`src/rtl/cache_refill_ctrl_pkg.sv`:
```
// rtl/cache_refill_ctrl_pkg.sv - shared geometry constants and FSM state encoding for the refill controller
package cache_refill_ctrl_pkg;
  localparam int LINES  = 8;
  localparam int WORDS  = 4;
  localparam int TAG_W  = 5;
  localparam int IDX_W  = 3;
  localparam int OFF_W  = 2;
  localparam int ADDR_W = TAG_W + IDX_W + OFF_W;

  typedef enum logic [2:0] {
    IDLE,
    LOOKUP,
    WB_BURST,
    WB_WAIT,
    RF_BURST,
    RF_WAIT,
    RESPOND
  } state_e;
endpackage

```
`src/rtl/cache_refill_ctrl_array.sv`:
```
// rtl/cache_refill_ctrl_array.sv - tag/valid/dirty/data storage with one write port and combinational read
module cache_line_array
  import cache_refill_ctrl_pkg::*;
#(
  parameter int NLINES = LINES,
  parameter int NWORDS = WORDS
) (
  input  logic             clk_i,
  input  logic             rst_ni,
  input  logic [IDX_W-1:0] idx_i,
  input  logic [OFF_W-1:0] word_sel_i,
  input  logic             wr_en_i,
  input  logic [31:0]      wr_data_i,
  input  logic             meta_we_i,
  input  logic             meta_valid_i,
  input  logic             meta_dirty_i,
  input  logic [TAG_W-1:0] meta_tag_i,
  output logic [TAG_W-1:0] rd_tag_o,
  output logic             rd_valid_o,
  output logic             rd_dirty_o,
  output logic [31:0]      rd_word_o
);
  logic [NLINES-1:0] valid_q;
  logic [NLINES-1:0] dirty_q;
  logic [TAG_W-1:0]  tag_q  [NLINES];
  logic [31:0]       data_q [NLINES][NWORDS];

  always_ff @(posedge clk_i or negedge rst_ni) begin
    if (!rst_ni) begin
      valid_q <= '0;
      dirty_q <= '0;
    end else if (meta_we_i) begin
      valid_q[idx_i] <= meta_valid_i;
      dirty_q[idx_i] <= meta_dirty_i;
    end
  end

  // Tags and data carry no reset; the valid bits alone decide whether they mean anything.
  always_ff @(posedge clk_i) begin
    if (meta_we_i) tag_q[idx_i] <= meta_tag_i;
    if (wr_en_i)   data_q[idx_i][word_sel_i] <= wr_data_i;
  end

  assign rd_tag_o   = tag_q[idx_i];
  assign rd_valid_o = valid_q[idx_i];
  assign rd_dirty_o = dirty_q[idx_i];
  assign rd_word_o  = data_q[idx_i][word_sel_i];
endmodule

```
`src/rtl/cache_refill_ctrl.sv`:
```
// rtl/cache_refill_ctrl.sv - direct-mapped write-back cache controller with burst refill and write-back
module cache_refill_ctrl #(
  parameter int LINES = cache_refill_ctrl_pkg::LINES,
  parameter int WORDS = cache_refill_ctrl_pkg::WORDS
) (
  input  logic        clk,
  input  logic        rst_n,
  input  logic        cpu_req,
  input  logic        cpu_we,
  input  logic [9:0]  cpu_addr,
  input  logic [31:0] cpu_wdata,
  output logic [31:0] cpu_rdata,
  output logic        cpu_ready,
  output logic [9:0]  mem_address,
  output logic [31:0] mem_data_out,
  output logic        mem_write,
  output logic        mem_read,
  input  logic [31:0] mem_read_value,
  input  logic        mem_done
);
  import cache_refill_ctrl_pkg::*;

  state_e           state_q;
  logic [OFF_W-1:0] beat_q;
  logic [9:0]       addr_q;
  logic             we_q;
  logic [31:0]      wdata_q;

  logic [TAG_W-1:0] a_tag;
  logic [IDX_W-1:0] a_idx;
  logic [OFF_W-1:0] a_off;
  assign a_tag = addr_q[9:5];
  assign a_idx = addr_q[4:2];
  assign a_off = addr_q[1:0];

  logic [TAG_W-1:0] rd_tag;
  logic             rd_valid, rd_dirty;
  logic [31:0]      rd_word;
  logic [OFF_W-1:0] word_sel;
  logic             wr_en, meta_we, meta_valid, meta_dirty;
  logic [31:0]      wr_data;
  logic [TAG_W-1:0] meta_tag;

  logic hit, last_beat;
  assign hit       = rd_valid && (rd_tag == a_tag);
  assign last_beat = (beat_q == OFF_W'(WORDS - 1));

  always_ff @(posedge clk or negedge rst_n) begin
    if (!rst_n) begin
      state_q <= IDLE;
      beat_q  <= '0;
      addr_q  <= '0;
      we_q    <= 1'b0;
      wdata_q <= '0;
    end else begin
      case (state_q)
        IDLE: if (cpu_req) begin
          addr_q  <= cpu_addr;
          we_q    <= cpu_we;
          wdata_q <= cpu_wdata;
          state_q <= LOOKUP;
        end
        LOOKUP: begin
          beat_q <= '0;
          if (hit)                        state_q <= RESPOND;
          else if (rd_valid && rd_dirty)  state_q <= WB_BURST;
          else                            state_q <= RF_BURST;
        end
        WB_BURST: begin
          beat_q <= beat_q + 1'b1;
          if (last_beat) state_q <= WB_WAIT;
        end
        WB_WAIT: if (mem_done) begin
          beat_q  <= '0;
          state_q <= RF_BURST;
        end
        RF_BURST: begin
          beat_q <= beat_q + 1'b1;
          if (last_beat) state_q <= RF_WAIT;
        end
        RF_WAIT: if (mem_done) state_q <= RESPOND;
        RESPOND: state_q <= IDLE;
        default: state_q <= IDLE;
      endcase
    end
  end

  // During a write-back the array is read at the old tag, so the victim address comes from rd_tag.
  always_comb begin
    word_sel   = (state_q == WB_BURST || state_q == RF_BURST) ? beat_q : a_off;
    wr_en      = 1'b0;
    wr_data    = wdata_q;
    meta_we    = 1'b0;
    meta_valid = rd_valid;
    meta_dirty = 1'b0;
    meta_tag   = rd_tag;
    case (state_q)
      RF_BURST: begin
        wr_en   = 1'b1;
        wr_data = mem_read_value;
      end
      WB_WAIT: meta_we = mem_done;
      RF_WAIT: begin
        meta_we    = mem_done;
        meta_valid = 1'b1;
        meta_tag   = a_tag;
      end
      RESPOND: if (we_q) begin
        wr_en      = 1'b1;
        meta_we    = 1'b1;
        meta_valid = 1'b1;
        meta_dirty = 1'b1;
        meta_tag   = a_tag;
      end
      default: ;
    endcase
  end

  cache_line_array #(
    .NLINES (LINES),
    .NWORDS (WORDS)
  ) u_array (
    .clk_i        (clk),
    .rst_ni       (rst_n),
    .idx_i        (a_idx),
    .word_sel_i   (word_sel),
    .wr_en_i      (wr_en),
    .wr_data_i    (wr_data),
    .meta_we_i    (meta_we),
    .meta_valid_i (meta_valid),
    .meta_dirty_i (meta_dirty),
    .meta_tag_i   (meta_tag),
    .rd_tag_o     (rd_tag),
    .rd_valid_o   (rd_valid),
    .rd_dirty_o   (rd_dirty),
    .rd_word_o    (rd_word)
  );

  assign mem_write    = (state_q == WB_BURST);
  assign mem_read     = (state_q == RF_BURST);
  assign mem_address  = mem_write ? {rd_tag, a_idx, beat_q} :
                        mem_read  ? {a_tag, a_idx, beat_q} : '0;
  assign mem_data_out = mem_write ? rd_word : '0;
  assign cpu_ready    = (state_q == RESPOND);
  assign cpu_rdata    = (cpu_ready && !we_q) ? rd_word : '0;
endmodule
```
`config.mk`:
```
export PLATFORM = sky130hd
export DESIGN_NAME = cache_refill_ctrl
export DESIGN_NICKNAME = d
export VERILOG_FILES = /design/src/rtl/cache_refill_ctrl_pkg.sv /design/src/rtl/cache_refill_ctrl_array.sv /design/src/rtl/cache_refill_ctrl.sv
export SDC_FILE = /design/constraint.sdc
export NUM_CORES = 1
export LEC_CHECK = 0
export ABC_AREA = 1
export CAP_MARGIN = 40
export CELL_PAD_IN_SITES_DETAIL_PLACEMENT = 0
export CELL_PAD_IN_SITES_GLOBAL_PLACEMENT = 1
export CORE_ASPECT_RATIO = 0.5
export CORE_MARGIN = 10
export CORE_UTILIZATION = 51
export CTS_BUF_LIST = sky130_fd_sc_hd__clkbuf_2
export CTS_CLUSTER_DIAMETER = 150
export DETAILED_ROUTE_END_ITERATION = 6
export GPL_ROUTABILITY_DRIVEN = 0
export MAX_ROUTING_LAYER = met4
export PLACE_DENSITY_LB_ADDON = 0.2
export SLEW_MARGIN = 20
export SYNTH_ARGS = -nofsm -noshare
export SYNTH_HDL_FRONTEND = slang
export SYNTH_HIERARCHICAL = 1
export SYNTH_SLANG_ARGS = --single-unit
```
`constraint.sdc`:
```
create_clock -name clk -period 5 [get_ports clk]
set_input_delay 1 -clock clk [delete_from_list [all_inputs] [get_ports clk]]
set_output_delay 1 -clock clk [all_outputs]
set_load 0.03 [all_outputs]
```
; ---- Yosys cells after proc, flatten, opt, wreduce, memory -nomap -nowiden
; Memories as Yosys holds them, arrays and structs flattened.
; Cells that the tools add are included.
[totals]
mem_bits_ro = 0
inputBits = 79
out_inout_bits = 77
register_bits = 64
ramBits = 1064
latchBits = 0
n_memories = 2
[op_classes]
shifts = 0
mul = 0
magnitude_cmp = 4
add_sub_neg = 1
n_eq_ne = 13
n_mux = 41
n_reduce_logical = 14
n_div = 0
bitwise_logic = 1
[memory_table]
columns = memory, words, word_bits, rd, rd_ports_with_merged_regs, wr, line_no
row1 = u_array.data_q, 8, 128, 1, 0, 1, cache_refill_ctrl_array.sv:26  ; logic [31:0] data_q [NLINES][NWORDS];
row2 = u_array.tag_q, 8, 5, 1, 0, 1, cache_refill_ctrl_array.sv:25  ; logic [TAG_W-1:0] tag_q [NLINES];
[op_table]
columns = op, n
row1 = $mux 32, 6
row2 = $mux 128, 1
row3 = $bmux 32 s2, 1
row4 = $demux 32 s2, 1
row5 = $mux 3, 7
row6 = $mux 10, 2
row7 = $pmux 3 s6, 1
row8 = $bwmux 8, 2
row9 = $pmux 5 s2, 1
row10 = $eq 3x3->1 const B, 3
row11 = $mux 1, 9
row12 = $bmux 1 s3, 2
row13 = $eq 3x2->1 const B, 2
row14 = $ne 2x2->1 const B, 3
row15 = $pmux 1 s2, 3
row16 = $pmux 2 s3, 1
row17 = $eq 5x5->1, 1
row18 = $logic_and 1x1->1, 5
row19 = $mux 5, 1
row20 = $reduce_and 5->1, 1
row21 = $lt 3x4->1 const B, 1
row22 = $mux 2, 2
row23 = $ne 2x1->1 const B, 2
row24 = $reduce_and 2->1, 2
row25 = other kinds (13), 14

; ---- Logic depth before layout (Yosys ltp)
[depth]
ltp_word = 9
ltp_mapped = 19
mapped_depth_nobuf = 18

; ---- Hierarchy
; The synthesis kept the hierarchy.
[by_module_without_submodules]
columns = mod, instances, cells_per_inst, area_each_um2
row1 = cache_line_array, 1, 4626, 46560.9
row2 = cache_refill_ctrl, 1, 434, 3219.3

; ---- Worst setup path after synthesis
; Ideal clock, no wire load.
[synth_timing]
kind = flip-flop to flip-flop
start = register state_q[2]
end = memory u_array/data_q[4][0] (netlist name) (enable)
setup_slack_ns = 1.575
synth_period_minus_slack_ns = 3.425
arrival_time_ns = 3.004
path_buffers = 1
stages_incl_launch_ff = 9
required_time_ns = 4.579
cell_sequence = dfrtp_1 -> buf_4 -> inv_1 -> nand3_1 -> nand2_2 -> inv_2 -> o21ai_0 -> nand3_1 -> nor2_1
[synth_via]
elab_chain_cells = 9
word_cells_on_any_way = 14
[synth_lines]
columns = item, line_no
row1 = "start, declared", cache_refill_ctrl.sv:23  ; state_e state_q;
row2 = "start signal, assigned", cache_refill_ctrl.sv:50  ; state_q <= IDLE;
row3 = "start signal, assigned", cache_refill_ctrl.sv:61  ; state_q <= LOOKUP;
row4 = "start signal, assigned", cache_refill_ctrl.sv:65  ; if (hit) state_q <= RESPOND;
row5 = $eq 3x2->1 / $eq 3x3->1 (equally long branches), cache_refill_ctrl.sv:90  ; word_sel = (state_q == WB_BURST || state_q == RF_BURST) ? beat_q : a_off;
row6 = $logic_or 1x1->1 *, cache_refill_ctrl.sv:90
row7 = $mux 2 *, cache_refill_ctrl.sv:90
row8 = via word_sel[1], cache_refill_ctrl.sv:39  ; logic [OFF_W-1:0] word_sel;
row9 = $not 2->3 (not written as such) *, cache_refill_ctrl_array.sv:41  ; if (wr_en_i) data_q[idx_i][word_sel_i] <= wr_data_i;
row10 = $ge 3x3->1 (not written as such) / $lt 3x1->1 (equally long branches), cache_refill_ctrl_array.sv:41
row11 = $logic_and 1x1->1 (not written as such), cache_refill_ctrl_array.sv:41
row12 = $mux 32 (not written as such), cache_refill_ctrl_array.sv:41
row13 = $demux 32 s2 *, cache_refill_ctrl_array.sv:41
row14 = $mux 128 (not written as such) *, cache_refill_ctrl_array.sv:41
row15 = "end, declared", cache_refill_ctrl_array.sv:26
; The timed path passes the listed nets; every way through them passes the cells marked *.

; ---- Worst setup path in the final report
[layout_timing]
start = register state_q[0]
end = output mem_data_out[21]
[layout_via]
elab_chain_cells = 8
word_cells_on_any_way = 9
[layout_lines]
columns = item, line_no
row1 = $eq 3x2->1 / $eq 3x3->1 (equally long branches), cache_refill_ctrl.sv:90
row2 = $logic_or 1x1->1 *, cache_refill_ctrl.sv:90
row3 = $mux 2 *, cache_refill_ctrl.sv:90
row4 = via word_sel[0], cache_refill_ctrl.sv:39
row5 = $not 2->3 (not written as such) *, cache_refill_ctrl_array.sv:47  ; assign rd_word_o = data_q[idx_i][word_sel_i];
row6 = $bmux 32 s2 *, cache_refill_ctrl_array.sv:47
row7 = $mux 32 (not written as such) * (2 in a row), cache_refill_ctrl_array.sv:47
row8 = via rd_word[21], cache_refill_ctrl.sv:38  ; logic [31:0] rd_word;
row9 = $mux 32 *, cache_refill_ctrl.sv:143  ; assign mem_data_out = mem_write ? rd_word : '0;
row10 = "end, declared", cache_refill_ctrl.sv:15  ; output logic [31:0] mem_data_out,
; The timed path passes the listed nets; every way through them passes the cells marked *. The select of a mux whose other input is x is not followed.

==> results.yml <==
outcome:
  status: "complete, no violations"
die:
  die_height_um: 241
  placement_rows: 80
  fp.coreArea_um2: 96100
  die_x_um: 462
  top_level_ports: 156
  fp.dieArea_um2: 111000
  starting_density_of_the_core: 0.518
global_route:
  grt.overflow.total: 0
  maximum_number_of_pins_on_one_net_before_global_route_repair: 74
  met3_usage: 0.0705
  gr-usage-met1: 0.368
  grt_first_pass_wirelength_um: 217000
  first_global_vias: 34000
  global_route.peak_usage_layer: "met2"
  antenna_violations_before_repair: 6
  grt_use_total: 0.275
  grt_use_met2: 0.407
finish:
  instances_no_fill: 6970
  fin_nets: 5585
  area_growth_pct: 17.2
  drive_gt1_frac: 0.162
  nFillCells: 8024
worst_hold_path:
  hold-path-cell-count: 4
  hold_path.class: "input port to flop"
  worstHoldStart: "mem_done"
clock_tree:
  cts_max_path_buffers: 3
  clock_insertion_delay_worst_skew_ps: 1630
  cts_inserted_buffers: 241
  clock_sinks: 1128
  cts_tree: "done"
  cts.root.buffer_cell: "sky130_fd_sc_hd__clkbuf_2"
  htree_num_levels: 4
  clkSlewWorstSetupHoldPaths_ps: 100
placement:
  place_inst: 6413
  port_buffers: 155
  hpwlAfterDp_um: 83500
timing:
  timing.final.setup_violations: 0
  maxSlewHeadroom: 0.304
  grt_setup_unrepaired: "yes"
  finClkSkew_ps: 106
  max_transition_viols_final: 0
  final_min_period_over_clock_period: 0.982
  max_freq_mhz: 204
  finalCriticalPeriod_ps: 4910
  worstMarginPinSlew_ps: 1040
  timing_hold_violations_final: 0
power:
  leakagePower_nw: 26.7
  power.density_cell_area_nw_per_um2: 600
  total_power_mw: 35.0
  vdd_ir_drop_max_mv: 0.373
route:
  drt_first_pass_iters: 6
  finalWirelength_um: 151000
  routed_wire_length_per_instance_um: 21.6
  drc: 0
  dr_total_vias: 36000
  detail_route.vias_per_cell: 5.17
  drt_first_iter_violations: 4420
  drt.antenna.violating_nets: 0
worst_setup_path:
  startpoint: "state_q[0]$_DFFE_PN0P_"
  critical_path_arrival_ps: 3910
  setup.worst_path.start_class: "flop"
  worst_ep_required_time_ps: 4000
  cp_max_fo: 10
  path_class: "flop to output pin"
  regToRegStartpoint: "state_q[1]$_DFFE_PN0P_"
  worst_r2r_path_depth: 11
  type_of_element_capturing_the_critical_path: "output pin"
synth:
  postSynthRegisterBits: 1128
  postSynthNetCount: 5140
  yosys_warnings: 6
  netlist_area_before_placement_um2: 49800
  synthCells: 5060
  yosys.cell_types.count: 31
  seq_total_area_yosys: 0.674
  avgSynthCellArea_um2: 9.84
job:
  max-cap-violations: 0
[path summary, 6_finish.rpt]
| check | to | slack (ps) |
|---|---|---|
| worst max register to register | u_array/data_q[1][49]$_DFFE_PP_ | 1610 |
| max in group asynchronous | u_array/dirty_q[6]$_DFFE_PN0P_ | 3720 |
| worst max-delay path | mem_data_out[21] | 90 |
| min in group asynchronous | wdata_q[22]$_DFFE_PN0P_ | 650 |
| worst min register to register | u_array/dirty_q[0]$_DFFE_PN0P_ | 500 |
| worst min-delay path | state_q[0]$_DFFE_PN0P_ | 180 |
[repair_timing]
action / 4_1_cts / 5_1_grt
endpoints found under the setup margin: 72 / 62
hold buffers: 46 / 0
buffers inserted: 39 / 8
endpoints found under the hold margin: 107 / 0
cloned: 23 / 7
pin swaps: 25 / 33
resized for setup: 276 / 123
[registers in the layout, indices dropped and copies added, names as in the netlist]
register	cells
we_q	1
state_q	3
beat_q	2
u_array/dirty_q	8
wdata_q	32
u_array/valid_q	8
u_array/data_q	1024
addr_q	10
u_array/tag_q	40
[layout make-up]
| type | count | area, um2 | area share |
|---|---|---|---|
| clock inverter | 45 | 300 | 0.00515 |
| multi-input combinational | 2617 | 11900 | 0.203 |
| timing repair buffer | 405 | 4810 | 0.0823 |
| inverter | 1107 | 4230 | 0.0724 |
| antenna | 8 | 20.0 | 0.000343 |
| sequential | 1128 | 33600 | 0.575 |
| tap | 1271 | 1590 | 0.0272 |
| timing repair inverter | 5 | 62.6 | 0.00107 |
| clock buffer | 384 | 1920 | 0.0329 |
[layout by cell type, fill, tap and decap left out, drive strengths merged]
| cell type | instances |
|---|---|
| nor2 | 466 |
| o21ai | 25 |
| a21oi | 15 |
| a22oi | 6 |
| ha | 1 |
| dfrtp | 64 |
| edfxtp | 1064 |
| bufinv | 3 |
| inv | 1115 |
| clkdlybuf4s50 | 85 |
| diode | 8 |
| dlygate4sd3 | 46 |
| nor3 | 3 |
| clkbuf | 391 |
| nand4 | 6 |
| a21boi | 1 |
| bufbuf | 5 |
| o21bai | 1 |
| mux2 | 34 |
| nand3 | 539 |
| clkinv | 35 |
| o22ai | 4 |
| clkinvlp | 4 |
| nand2 | 1516 |
| buf | 262 |
[critical path, stage by stage, from the launching register on]
cell	delay [ps]
sky130_fd_sc_hd__dfrtp_2	460
sky130_fd_sc_hd__nor2_2	120
sky130_fd_sc_hd__nand2_2	80
sky130_fd_sc_hd__nand2_4	100
sky130_fd_sc_hd__buf_6	100
sky130_fd_sc_hd__nor2_2	40
sky130_fd_sc_hd__nor2_4	130
sky130_fd_sc_hd__buf_12	150
sky130_fd_sc_hd__inv_8	40
sky130_fd_sc_hd__nor2_4	160
sky130_fd_sc_hd__buf_12	140
sky130_fd_sc_hd__inv_12	60
sky130_fd_sc_hd__buf_12	170
sky130_fd_sc_hd__nor2_4	90
sky130_fd_sc_hd__nor2_1	50
sky130_fd_sc_hd__nand2_2	100
sky130_fd_sc_hd__inv_2	50
sky130_fd_sc_hd__nor2_1	100
sky130_fd_sc_hd__buf_4	180
[kinds of logic (layout without fill, tap and decap cells)]
group | after synthesis | in the layout | synth area share
other | 0 | 8 | 0
buffers and inverters | 1315 | 1946 | 0.104
and+or+nand+nor | 2530 | 2530 | 0.206
adders and majority gates | 1 | 1 | 0.000251
muxes | 34 | 34 | 0.0101
DFF | 1128 | 1128 | 0.674
AOI/OAI and AO/OA | 52 | 52 | 0.00626
[where the power goes]
| group | switching, mW | internal (mW) |
|---|---|---|
| combinational | 11.2 | 5.08 |
| clock | 3.65 | 2.19 |
| sequential | 0.236 | 12.7 |
| total | 15.0 | 20.0 |
[through the flow]
| step | util | setup slack (ps) | area (um2) | hold WS (ps) | setup TNS (ps) |
|---|---|---|---|---|---|
| 5_1_grt | 0.607 | -99.4 | 58400 | 161 | -3190 |
| 6_report | 0.607 | 89.7 | 58400 | 184 | 0 |
| 3_5_place_dp | 0.558 | 655 | 53600 | 481 | 0 |
| 4_1_cts | 0.601 | -45.0 | 57800 | 14.0 | -364 |
| 3_3_place_gp | 0.554 | 647 | 53300 | 475 | 0 |
| 2_1_floorplan | - | 1570 | 49800 | 459 | 0 |
[synth_stat cells]
| library cell | instances | area share |
|---|---|---|
| sky130_fd_sc_hd__a21boi_1 | 1 | 0.00015 |
| sky130_fd_sc_hd__a21oi_1 | 13 | 0.0013 |
| sky130_fd_sc_hd__a21oi_2 | 2 | 0.00035 |
| sky130_fd_sc_hd__a22oi_1 | 6 | 0.00090 |
| sky130_fd_sc_hd__buf_1 | 13 | 0.00098 |
| sky130_fd_sc_hd__buf_2 | 129 | 0.013 |
| sky130_fd_sc_hd__buf_4 | 3 | 0.00045 |
| sky130_fd_sc_hd__buf_6 | 6 | 0.0014 |
| sky130_fd_sc_hd__clkbuf_1 | 57 | 0.0043 |
| sky130_fd_sc_hd__dfrtp_1 | 64 | 0.032 |
| sky130_fd_sc_hd__edfxtp_1 | 1064 | 0.64 |
| sky130_fd_sc_hd__ha_1 | 1 | 0.00025 |
| sky130_fd_sc_hd__inv_1 | 1093 | 0.082 |
| sky130_fd_sc_hd__inv_2 | 14 | 0.0011 |
| sky130_fd_sc_hd__mux2_2 | 2 | 0.00045 |
| sky130_fd_sc_hd__mux2_4 | 32 | 0.0097 |
| sky130_fd_sc_hd__nand2_1 | 1513 | 0.11 |
| sky130_fd_sc_hd__nand2_2 | 3 | 0.00038 |
| sky130_fd_sc_hd__nand3_1 | 538 | 0.054 |
| sky130_fd_sc_hd__nand3_2 | 1 | 0.00020 |
| sky130_fd_sc_hd__nand4_1 | 6 | 0.00075 |
| sky130_fd_sc_hd__nor2_1 | 459 | 0.035 |
| sky130_fd_sc_hd__nor2_2 | 6 | 0.00075 |
| sky130_fd_sc_hd__nor2_4 | 1 | 0.00023 |
| sky130_fd_sc_hd__nor3_1 | 1 | 0.00010 |
| sky130_fd_sc_hd__nor3_4 | 2 | 0.00065 |
| sky130_fd_sc_hd__o21ai_0 | 4 | 0.00040 |
| sky130_fd_sc_hd__o21ai_1 | 16 | 0.0016 |
| sky130_fd_sc_hd__o21ai_2 | 5 | 0.00088 |
| sky130_fd_sc_hd__o21bai_1 | 1 | 0.00015 |
| sky130_fd_sc_hd__o22ai_1 | 4 | 0.00050 |
[layer usage]
metal / wire length [um] / up-vias
met2: 67300 / 1690
li1: - / 16800
met4: 4270 / 0
met1: 63200 / 17200
met5: 0 / -
met3: 16100 / 276
Power figures use the tool's default switching activity.
